===== config.mk =====
export PLATFORM = sky130hd
export DESIGN_NAME = score_tracker
export DESIGN_NICKNAME = d
export VERILOG_FILES = /design/src/rtl/score_tracker.sv
export SDC_FILE = /design/constraint.sdc
export NUM_CORES = 1
export LEC_CHECK = 0
export BUFFER_PORTS_ARGS = -buffer_cell sky130_fd_sc_hd__buf_4
export CORE_MARGIN = 3
export CORE_UTILIZATION = 30
export DETAILED_ROUTE_END_ITERATION = 12
export PLACE_DENSITY_LB_ADDON = 0.3
export SYNTH_ARGS = -nofsm -noshare
export SYNTH_HDL_FRONTEND = slang
export SYNTH_SLANG_ARGS = --single-unit

===== constraint.sdc =====
create_clock -name clk -period 2.4 [get_ports clk]
set_clock_uncertainty 0.15 [all_clocks]
set_input_delay 0.48 -clock clk [delete_from_list [all_inputs] [get_ports clk]]
set_output_delay 0.48 -clock clk [all_outputs]
set_load 0.005 [all_outputs]

===== src/rtl/score_tracker.sv =====
// N-player saturating score keeper with per-player active-low HEX digits and game-winner latch.
// Optional build macro SCORE_AUTO_RESTART_EN: leave GAME_OVER automatically after RESTART_CYCLES cycles.
module score_tracker #(
  parameter int NUM_PLAYERS    = 2,
  parameter int MAX_SCORE      = 7,
  parameter int SCORE_W        = 4,
  parameter int RESTART_CYCLES = 8,
  localparam int WIN_W = (NUM_PLAYERS > 1) ? $clog2(NUM_PLAYERS) : 1
) (
  input  logic                     clk,
  input  logic                     hardReset,
  input  logic [NUM_PLAYERS-1:0]   point,
  output logic                     reset,
  output logic                     gameOver,
  output logic [WIN_W-1:0]         winner,
  output logic [7*NUM_PLAYERS-1:0] display
);

  typedef enum logic {PLAY, GAME_OVER} state_t;

  localparam logic [6:0] SEG_ZERO = 7'b1000000;

  state_t             state;
  logic [SCORE_W-1:0] score [NUM_PLAYERS];
  logic [WIN_W-1:0]   winIdx;
  logic               anyPoint;
  logic [SCORE_W-1:0] winScore;
  logic [SCORE_W-1:0] nextScore;
  logic               hitMax;
  logic               canScore;
  logic               restartNow;

  if (NUM_PLAYERS < 2 || NUM_PLAYERS > 6 || MAX_SCORE < 1 || MAX_SCORE > 9 ||
      (1 << SCORE_W) <= MAX_SCORE || RESTART_CYCLES < 1) begin : g_badParams
    $error("score_tracker: parameter out of range");
  end

  function automatic logic [6:0] segEncode(input logic [SCORE_W-1:0] v);
    logic [6:0] seg;
    case (32'(v))
      0:       seg = 7'b1000000;
      1:       seg = 7'b1111001;
      2:       seg = 7'b0100100;
      3:       seg = 7'b0110000;
      4:       seg = 7'b0011001;
      5:       seg = 7'b0010010;
      6:       seg = 7'b0000010;
      7:       seg = 7'b1111000;
      8:       seg = 7'b0000000;
      9:       seg = 7'b0010000;
      default: seg = 7'b1111111;
    endcase
    return seg;
  endfunction

  // Lowest-index asserted point wins the round; higher bits in the same cycle are dropped.
  always_comb begin
    winIdx   = '0;
    anyPoint = |point;
    for (int i = NUM_PLAYERS - 1; i >= 0; i--) begin
      if (point[i]) winIdx = WIN_W'(i);
    end
    winScore  = score[winIdx];
    nextScore = winScore + 1'b1;
    canScore  = (state == PLAY) && anyPoint && (winScore < SCORE_W'(MAX_SCORE));
    hitMax    = (nextScore == SCORE_W'(MAX_SCORE));
  end

`ifdef SCORE_AUTO_RESTART_EN
  localparam int CNT_W = $clog2(RESTART_CYCLES + 1);
  logic [CNT_W-1:0] holdCnt;
  assign restartNow = (state == GAME_OVER) && (holdCnt == CNT_W'(RESTART_CYCLES - 1));
`else
  assign restartNow = 1'b0;
`endif

  assign reset = hardReset | ((state == PLAY) & anyPoint) | restartNow;

  always_ff @(posedge clk) begin
    if (hardReset) begin
      state    <= PLAY;
      gameOver <= 1'b0;
      winner   <= '0;
      display  <= {NUM_PLAYERS{SEG_ZERO}};
      for (int i = 0; i < NUM_PLAYERS; i++) score[i] <= '0;
`ifdef SCORE_AUTO_RESTART_EN
      holdCnt  <= '0;
`endif
    end else begin
      // Digits track the score registers one cycle behind.
      for (int i = 0; i < NUM_PLAYERS; i++) display[7*i +: 7] <= segEncode(score[i]);
      if (state == PLAY) begin
        if (canScore) begin
          score[winIdx] <= nextScore;
          if (hitMax) begin
            state    <= GAME_OVER;
            gameOver <= 1'b1;
            winner   <= winIdx;
`ifdef SCORE_AUTO_RESTART_EN
            holdCnt  <= '0;
`endif
          end
        end
      end else begin
`ifdef SCORE_AUTO_RESTART_EN
        if (restartNow) begin
          state    <= PLAY;
          gameOver <= 1'b0;
          winner   <= '0;
          holdCnt  <= '0;
          for (int i = 0; i < NUM_PLAYERS; i++) score[i] <= '0;
        end else begin
          holdCnt <= holdCnt + 1'b1;
        end
`endif
      end
    end
  end

endmodule


# After elaboration in Yosys (flattened, before gate mapping)
# Memory sizes are Yosys's and may differ from the RTL's. A register that Yosys moved wholly into a read port is not among the register bits.
# Index checks and enable logic that the tools add are counted.
[totals]
ff_bits = 3
ramBits = 8
mem_bits_ro = 224
inputBits = 4
out_inout_bits = 17
word_cells = 31
memories = 3
[classes]
addsub = 1
magnitude_cmp = 1
n_eq_ne = 1
muxes = 14
n_bitwise = 3
reduce_logical = 5
[memory_table]
columns = ["name", "words", "word_bits", "read_ports", "rd_ports_with_merged_regs", "write_ports", "line", "source"]
rows = [
  ["(name not given)", 16, 7, 1, 1, 0, "40", "case (32'(v))"],
  ["(name not given)", 16, 7, 1, 1, 0, "40", ""],
  ["score", 2, 4, 3, 0, 2, "24", "logic [SCORE_W-1:0] score [NUM_PLAYERS];"],
]
[op_table]
columns = ["op", "count"]
rows = [
  ["two-way mux 1 bit", 13],
  ["adder 4 x 1 -> 4 bit (second input constant)", 1],
  ["equality test 4 x 3 -> 1 bit (second input constant)", 1],
  ["< comparator 4 x 3 -> 1 bit (second input constant)", 1],
  ["two-way mux 4 bit", 1],
  ["OR reduction 4 bit", 1],
  ["AND reduction 3 bit", 1],
  ["logical AND 1 bit", 2],
  ["OR reduction 2 bit", 1],
  ["AND 1 bit", 1],
  ["NOT 1 bit", 1],
  ["bitwise OR 1 bit", 1],
]

# Depth between registers and ports, before layout
# An unclocked memory read counts as a cell.
[logic_depth]
word_depth = 11
mapped_depth = 11
mapped_depth_nobuf = 10

# Worst setup path before layout
# No wires, ideal clock.
[synth_timing]
path_kind = "input-to-reg"
startpoint = "in point[1]"
endpoint = "reg winner"
setup_ps = 70
arrival_time_ps = 2182
required_time_ps = 2180
path_slack_ps = -2
stages = 10
path_buffers = 1
path_cell_list = "nor2b_2 > buf_6 > a21oi_4 > inv_2 > ha_1 > nand2b_1 > a21oi_1 > o2111ai_2 > or4_1 > a21oi_1"
[synth_between]
elab_chain_cells = 6
elab_cells_between_ends = 10
classes_between = "add/sub (1); order compare (1); eq/ne (1); mux (2); reduce/logical (4); memory (1)"
[synth_rtl]
columns = ["element", "line", "source"]
rows = [
  ["start: declaration", "12", "input logic [NUM_PLAYERS-1:0] point,"],
  ["two-way mux 1 bit (2 in a row)", "61", "if (point[i]) winIdx = WIN_W'(i);"],
  ["memory (2 x 4 bit)", "n/a", ""],
  ["adder 4 x 1 -> 4 bit", "64", "nextScore = winScore + 1'b1;"],
  ["named net nextScore[0]", "28", "logic [SCORE_W-1:0] nextScore;"],
  ["equality test 4 x 3 -> 1 bit", "66", "hitMax = (nextScore == SCORE_W'(MAX_SCORE));"],
  ["AND reduction 3 bit (no line)", "n/a", ""],
  ["end signal: assignment", "98", "winner <= winIdx;"],
  ["end: declaration", "15", "output logic [WIN_W-1:0] winner,"],
]
# The timed path passes the listed nets, and every way through them passes these cells.
# A chain may end at the register's enable or synchronous reset.

# Worst setup path after layout
# Same ends and word-level chain as after synthesis.

==> metrics.cfg <==
[timing]
worst_slew_pin_slew_ns=0.417
layout_min_cycle_time_ns=2.27
layout_setup_ws_ns=0.127
finalCritPeriodShare_pct=94.7
clock.fmax_ghz=0.440
drv_slew=0
timing.hold.ws_ns=0.341
setup_viol=0
slew_headroom_pct=71.5
hold_violations=0

[routing]
ant_nets=0
via_per_inst=4.97
wl_per_cell_um=12.2
drt_first_iter_violations=76
vias=1133
first_pass_iters=4
drc=0
drt-total-wl_um=2770

[worst_hold_path]
hp-class=reg2reg
hold_end=winner
holdPathStages=2
hp-start=winner

[cts]
clock-root-buffer=clkbuf_8
cts_tree=done
clk_pin_slew_ns=0.09
ctsHoldBuffers=0
numCtsBuffers=3
cts_sinks=25
htreeDepth=1
clock_tree.buffer_depth=2
worstSkewPairLatency_ns=0.27

[finish]
finalInstanceArea_um2=1720
drive_above_1_share_pct=29.8
final_util_pct=41.2
synthToLayoutAreaGrowth_pct=26.2
antennaDiodeCount=0
nNetsFinal=195

[synth]
synth_cell_types=35
syn_nets=160
synthTopCellsByCount=17 x dfxtp_1, 16 x a21oi_1, 16 x nor2_1
synth-seq-cells=25
ys_async_sr_fraction_pct=0
yosysTopAreaCell=dfxtp_1
yosysMostFrequentCell=dfxtp_1
synthCells=144
synth-xor-area-share_pct=0
yosysTopAreaCellShare_pct=25.0
ys_seq_area_share_pct=42.6
synthAdderAreaFrac_pct=11.0
synth_warnings=0
synth_ff_type=dfxtp_1
syn-cell-area_um2=1360
yosys.area_share.simple_pct=20.7
synth_edf_count=8
synthMuxAreaShare_pct=1.47
netlist_top_cells_area=dfxtp_1 25%, edfxtp_1 18%, ha_1 11%
synth_area_per_cell_um2=9.45
synth_compound_area_share_pct=19.0
synth_top_family_by_area=simple AND/OR/NAND/NOR gates

[placement]
dp_slack_ns=-0.199
gp_congestion=0.801
hpwl_um=2060
portBuffers=20
dpl_cell_area_um2=1640

[floorplanning]
ios=21
dieArea_um2=5380
rows=23
core_region_area_um2=4170
die_x_um=73.4
start_util_pct=32.6
die_height_um=73.4

[global_route]
antenna_found_initial=0
first_global_vias=1075
grt_max_degree=26
grt.total_usage_pct=11.1
grt_pass1_wl_um=4690
grt-ovfl-total=0

[power]
p_leak_nw=0.736
ir_worst_vdd_mv=0.203
total_power_mw=0.945
powerDensity_nw_per_um2=550

[setup_path]
startpoint_type=input port
arrival_ns=2.32
worstPathRequired_ns=2.45
timing.rr.end=winner
worstPathCellList=buf_4, nor2b_4, buf_4, a21oi_4, inv_2, ha_2, nand2b_1, a21oi_2, o2111ai_2, or4_1, a21oi_1
critical-path-max-stage-delay_ns=0.41
critPathMaxFanout=6
criticalPathCategory=in2reg
r2r_slack_ns=0.16
r2r-start=score[0][0]
slowest_stage=or4_1
r2r_cells=10
endpoint_kind=flop
cp_common_cell=buf_4

[run]
cap_violations=0

[run_status]
outcome=complete, no violations

stage by stage:
| step | std cells | setup TNS (ns) |
|---|---|---|
| final | 228 | 0 |
| after global routing | 228 | -0.00101 |
| after CTS | 225 | 0 |
| after detailed placement | 221 | -0.228 |
| after global placement | 221 | -0.145 |
| after floorplan | 144 | 0 |
cell type report:
type                            count  area [um^2]
Tap cell                           50         62.6
Clock inverter                      1         5.00
Multi-Input combinational cell    105          726
Fill cell                         395         2450
Sequential cell                    25          581
Inverter                            8         32.5
Timing Repair Buffer               36          270
Clock buffer                        3         41.3
cell families after synthesis:
group           count (synthesis)
compound gates                 38
flops                          25
simple gates                   53
fa+ha+maj                      12
mux                             2
buf+inv                        14
power by group:
group,switching [mW],internal (mW),total (mW),leakage (nW)
clock network,0.138,0.116,0.254,0.0255
registers,0.0225,0.468,0.491,0.224
logic,0.0995,0.101,0.200,0.486
layer usage:
metal / up-vias / GRT usage (%) / wire length [um]
met5: - / 0 / 0
met4: 0 / 3.82 / 22
met3: 2 / 2.05 / 145
met2: 28 / 16.7 / 1320
met1: 530 / 15.8 / 1290
li1: 573 / - / -
registers in the layout, indices dropped and copies added (netlist names):
signal    count
score         8
winner        1
gameOver      1
display      14
state         1
cells in the final DEF (no fill, tap or decap), types with 4 or more instances in the layout:
cell	netlist	routed
a21oi_1	16	14
buf_4	0	36
dfxtp_1	17	17
edfxtp_1	8	8
ha_1	12	11
inv_1	6	6
nand2_1	9	9
nand2b_1	12	12
nor2_1	16	16
nor3_1	4	4
o21ai_0	6	5
what timing repair did:
action                                  CTS  global route
endpoints found under the hold margin     0             0
gates resized for setup                   0             4
setup buffers                             0             3
endpoints found under the setup margin    0             1
critical path: cells and delay by family:
family / cells / cell delay [ns]
AND/OR/NAND/NOR: 3 / 0.74
AO/OA/AOI/OAI: 4 / 0.59
buffers and inverters: 3 / 0.31
adder cells (fa/ha/maj): 1 / 0.20
worst max path at each step:
stage	from	to	slack [ns]	depth (start not counted)
after floorplan	point[1]	winner	0.04	10
after global placement	point[1]	winner	-0.15	11
after detailed placement	point[1]	winner	-0.20	11
after CTS	point[1]	winner	0.07	11
after global routing	score[0][0]	winner	-0.001	10
final	point[1]	winner	0.13	11
No activity file was read; power rests on OpenSTA's default activity.
